<file path="config.mk">
export PLATFORM = sky130hd
export DESIGN_NAME = result_collect_stage
export DESIGN_NICKNAME = d
export VERILOG_FILES = /design/src/rtl/result_collect_stage.sv
export SDC_FILE = /design/constraint.sdc
export NUM_CORES = 1
export LEC_CHECK = 0
export BUFFER_PORTS_ARGS = -buffer_cell sky130_fd_sc_hd__buf_2
export CELL_PAD_IN_SITES_DETAIL_PLACEMENT = 1
export CELL_PAD_IN_SITES_GLOBAL_PLACEMENT = 1
export CORE_MARGIN = 5
export CORE_UTILIZATION = 48
export CTS_CLUSTER_SIZE = 30
export DETAILED_ROUTE_END_ITERATION = 8
export GPL_TIMING_DRIVEN = 1
export PLACE_DENSITY = 0.75
export SLEW_MARGIN = 20
export SYNTH_ARGS = -nofsm -noshare
export SYNTH_HDL_FRONTEND = slang
export SYNTH_SLANG_ARGS = --single-unit
</file>
<file path="constraint.sdc">
create_clock -name clk -period 2.58 [get_ports clk]
set_input_delay 0.129 -clock clk [delete_from_list [all_inputs] [get_ports clk]]
set_output_delay 0.129 -clock clk [all_outputs]
set_load 0.1 [all_outputs]
</file>
<file path="src/rtl/result_collect_stage.sv">
// Per-channel result collector: FWFT FIFO, 1-cycle enq-to-out latency, no in->out bypass.
// Stall raised from registered occupancy at DEPTH-SKID; a result arriving while full is dropped and flagged.
module result_collect_stage #(
  parameter int WIDTH = 32,
  parameter int DEPTH = 4,
  parameter int SKID  = 1
) (
  input  logic             clk,
  input  logic             reset,
  input  logic             in_valid,
  input  logic [WIDTH-1:0] in_data,
  input  logic             in_flush,
  output logic             out_stall,
  output logic             out_valid,
  output logic [WIDTH-1:0] out_data,
  input  logic             out_ready,
  output logic             out_flush,
  output logic [15:0]      out_count,
  output logic             overflow_err
);

  localparam int AW = $clog2(DEPTH);
  localparam int CW = AW + 1;
  localparam logic [CW-1:0] FULL_CNT  = CW'(DEPTH);
  localparam logic [CW-1:0] STALL_CNT = CW'(DEPTH - SKID);

  logic [WIDTH-1:0] mem_q [DEPTH];
  logic [AW-1:0]    rd_ptr_q, rd_ptr_d;
  logic [AW-1:0]    wr_ptr_q, wr_ptr_d;
  logic [CW-1:0]    count_q, count_d;
  logic             flush_q;
  logic [15:0]      out_count_q, out_count_d;
  logic             ovf_q, ovf_d;

  logic full, deq, enq, drop;

  assign full = (count_q == FULL_CNT);
  assign deq  = out_valid & out_ready & ~in_flush;
  assign enq  = in_valid & ~in_flush & (~full | deq);
  assign drop = in_valid & ~in_flush & full & ~deq;

  always_comb begin
    rd_ptr_d    = rd_ptr_q;
    wr_ptr_d    = wr_ptr_q;
    count_d     = count_q;
    out_count_d = out_count_q;
    ovf_d       = ovf_q | drop;
    if (in_flush) begin
      rd_ptr_d = '0;
      wr_ptr_d = '0;
      count_d  = '0;
    end else begin
      if (deq) rd_ptr_d = rd_ptr_q + 1'b1;
      if (enq) wr_ptr_d = wr_ptr_q + 1'b1;
      // Simultaneous enq/deq cancel, so full stays full and one stays one.
      if (enq && !deq)      count_d = count_q + 1'b1;
      else if (deq && !enq) count_d = count_q - 1'b1;
    end
    if (enq) out_count_d = out_count_q + 16'd1;
  end

  always_ff @(posedge clk) begin
    if (!reset) begin
      rd_ptr_q    <= '0;
      wr_ptr_q    <= '0;
      count_q     <= '0;
      flush_q     <= 1'b0;
      out_count_q <= '0;
      ovf_q       <= 1'b0;
    end else begin
      rd_ptr_q    <= rd_ptr_d;
      wr_ptr_q    <= wr_ptr_d;
      count_q     <= count_d;
      flush_q     <= in_flush;
      out_count_q <= out_count_d;
      ovf_q       <= ovf_d;
    end
  end

  // Storage carries no reset; validity is tracked by count_q alone.
  always_ff @(posedge clk) begin
    if (reset && enq) mem_q[wr_ptr_q] <= in_data;
  end

  assign out_valid    = (count_q != '0);
  assign out_data     = mem_q[rd_ptr_q];
  assign out_stall    = (count_q >= STALL_CNT);
  assign out_flush    = flush_q;
  assign out_count    = out_count_q;
  assign overflow_err = ovf_q;

endmodule

</file>
==> metrics.md <==
| Metric | Value |
|---|---|
| Total Negative Setup Slacks | `0 ns` |
| Drt drc | `0` |
| Ports | `89` |
| Register area share after synthesis | `0.735` |
| Post-route cell area | `7640 sq um` |
| Critical setup path kind | `flop to flop` |
| Starting Density | `0.493` |
| R2R cell count | `8` |
| Worst Tran Pin Value | `about 0.50 ns` |
| Post-synth top area cell | `edfxtp_1` |
| Number of global-route vias before repair | `~3600` |
| Fillers | `1093` |
| Cell area power density | `between 700 and 800 nW/um^2` |
| Area growth syn-to-layout | `28.0%` |
| Row cnt | `40` |
| Layout cells sized above 1 | `0.388` |
| Worst Path Required | `2.93 ns` |
| H-tree Lvls | `4` |
| Routed wire length | `12300 um` |
| Clock skew | `slightly below 0.01 ns` |
| Status | `finished clean` |
| Vias per cell | `5.09` |
| Hold-fix buffers, CTS | `33` |
| DR WL/cell | `19.7 um` |
| Yosys reg bits | `around 160` |
| First-pass iteration count of the detailed router | `4` |
| Sw frac | `0.213` |
| Final setup violation count | `0` |
| CP arrival | `2.73 ns` |
| Final Max Tran Viols | `0` |
| Clock sinks | `roughly 160` |
| Largest net degree at the start of global routing | `33` |
| Worst hold slack | `0.0641 ns` |
| CTS clk-pin slew, worst paths | `0.06 ns` |
| Post-synth net total | `346` |
| Final net count | `487` |
| Grt ovf | `0` |
| Avg Inst Size Synth | `a little under 20 sq um` |
| Area contributors post-synth | `edfxtp_1, mux4_2, dfxtp_1` |
| DIE HEIGHT | `121 um` |
| Crit end category | `flop` |
| Highest Clock Rate | `419 MHz` |
| Maxcap violations | `0` |
| Leak Pwr | `2.84 nW` |
| Worst vdd ir | `472 uV` |
| CTS buffer count | `17` |
| Syn Inst Count | `302` |
| Final HPWL DP | `between 8000 and 9000 um` |
| Relative slew slack | `0.669` |
| Die area | `14800 sq um` |
| Post-DP Area | `6670 sq um` |
| Hold Crit Class | `primary input to flop` |
| Netlist Area Pre-Place | `5970 sq um` |
| Startpoint Class | `flop` |
| Core area | `12100 sq um` |
| Combinational power share | `0.069` |
| RSZ-0062 raised after global routing | `no` |
| First-pass GRT wire length | `19500 um` |
| Initial antenna violation count | `1` |
| Hold path cells | `3` |
| Total GRT Usage | `0.179` |
| CTS resizes | `0` |
| Synth warn | `0` |
| Initial DRC Count | `185` |
| Sequential share of power | `0.474` |
| Total number of vias | `3189` |
| Tmin final | `roughly 2.4 ns` |
| Max clock buf depth | `2` |
| Root Driver | `clkbuf_16` |
| Chip Width | `121 um` |
| Clock latency on the worst-skew pair | `about 0.42 ns` |
| Placed Instances | `559` |
| Overall Power | `5.79 mW` |
| Yosys cell types | `39` |
| Finished Layout Cells | `626` |
| IO Port Bufs | `88` |
| CTS tree | `yes` |
| Placer Congestion | `0.703` |
| Clock Power Share | `0.457` |
| Final hold viol count | `0` |
| Part of the cycle the worst path needs | `0.926` |
| Pint | `4.56 mW` |
| Postcts setup bufs | `0` |
| P_sw | `1.23 mW` |
| CP Max Fanout | `5` |
| Share of the synthesized area in the top cell type | `0.644` |
| Final ANT Viol Nets | `0` |
## placed cells by master, fill, tap and decap left out, types with 6 or more instances in the layout
cell type	n
and2_1	8
edfxtp_1	128
mux4_2	32
buf_4	12
ha_1	6
nand2b_1	6
xor2_1	11
clkbuf_16	17
mux2i_1	10
nand2_1	13
buf_2	88
dfxtp_1	25
nor2_1	7
dlygate4sd3_1	33
## sequential cells by signal, indices dropped and copies added, names as in the netlist, named ones only
signal and flops:
count_q 3, wr_ptr_q 2, overflow_err 1, out_count 16
out_flush 1, mem_q 128, rd_ptr_q 2
## worst paths after layout
path                  from            end  slack, ns
min               in_valid   overflow_err       0.06
max             count_q[0]     count_q[2]       0.19
min reg2reg  out_count[15]  out_count[15]       0.48
max reg2reg     count_q[0]     count_q[2]       0.19
## area by class of cell
class | instances | area [sq um] | share of cell area
timing repair buffer | 134 | 881 | 0.115
antenna | 2 | 5.00 | 0.000655
multi-input combinational | 131 | 1510 | 0.198
clock inverter | 13 | 196 | 0.0257
sequential | 155 | 4390 | 0.574
clock buffer | 19 | 433 | 0.0567
tap | 168 | 210 | 0.0275
inverter | 4 | 15.0 | 0.00197
## Yosys cell counts
library cell,n
and4_1,1
or3_1,1
and3_1,5
nand3b_1,1
nor4b_2,3
ha_1,6
buf_1,1
nor2_1,7
nor4_4,2
dlygate4sd1_1,1
dfxtp_1,27
buf_2,5
nand3_1,4
a21oi_1,1
clkbuf_1,3
mux4_2,32
xor2_1,11
nand4b_4,1
fa_1,1
or3_2,2
nand4_1,2
edfxtp_1,128
or2b_2,1
xnor2_1,1
nor2b_1,2
nand4_4,1
buf_6,1
mux2i_1,10
a21boi_1,1
a31oi_1,1
nand2b_1,6
nor3b_1,2
nand2_1,13
nor3_1,2
clkbuf_2,1
a21o_2,1
and2_1,8
inv_1,4
o21ai_0,2
## critical path, stage by stage (launching register included)
cell,delay (ns)
dfxtp_1,0.38
or3_4,0.41
nand3_1,0.13
ha_1,0.21
inv_1,0.06
fa_1,0.37
xor2_1,0.16
or3_2,0.42
a21oi_1,0.16
## stage by stage
stage               setup slack, ns  utilization
finish                        0.192        0.631
global route                 0.0945        0.630
CTS                           0.179        0.630
detailed placement            0.186        0.551
global placement              0.341        0.551
floorplan                     0.179            -
## power groups by stage
stage	clock network (mW)	logic, mW	registers [mW]
5_1_grt	2.84	0.421	2.75
6_report	2.65	0.400	2.75
3_3_place_gp	0	0.351	2.80
3_5_place_dp	0	0.363	2.80
2_1_floorplan	0	0.241	2.82
4_1_cts	2.70	0.404	2.75
## layer usage
layer,track usage,share of wire,wire length (um),up-vias
met5,0,0,0,-
met4,0.0812,0.019,240,0
met3,0.0462,0.038,467,18
met2,0.302,0.52,6450,69
met1,0.216,0.42,5150,1621
li1,-,-,-,1481
## cell families (layout without fill, tap and decap cells)
| group | Yosys count | in the layout | share of synthesized area |
|---|---|---|---|
| flip-flops | 155 | 155 | 0.735 |
| XOR/XNOR | 12 | 12 | 0.0176 |
| AND/OR/NAND/NOR | 64 | 64 | 0.0742 |
| buffers and inverters | 16 | 170 | 0.0134 |
| other | 0 | 2 | 0 |
| adder cells (fa/ha/maj) | 7 | 7 | 0.0159 |
| multiplexers | 42 | 42 | 0.138 |
| AO/OA/AOI/OAI | 6 | 6 | 0.00629 |
No activity file was read; power rests on OpenSTA's default activity.
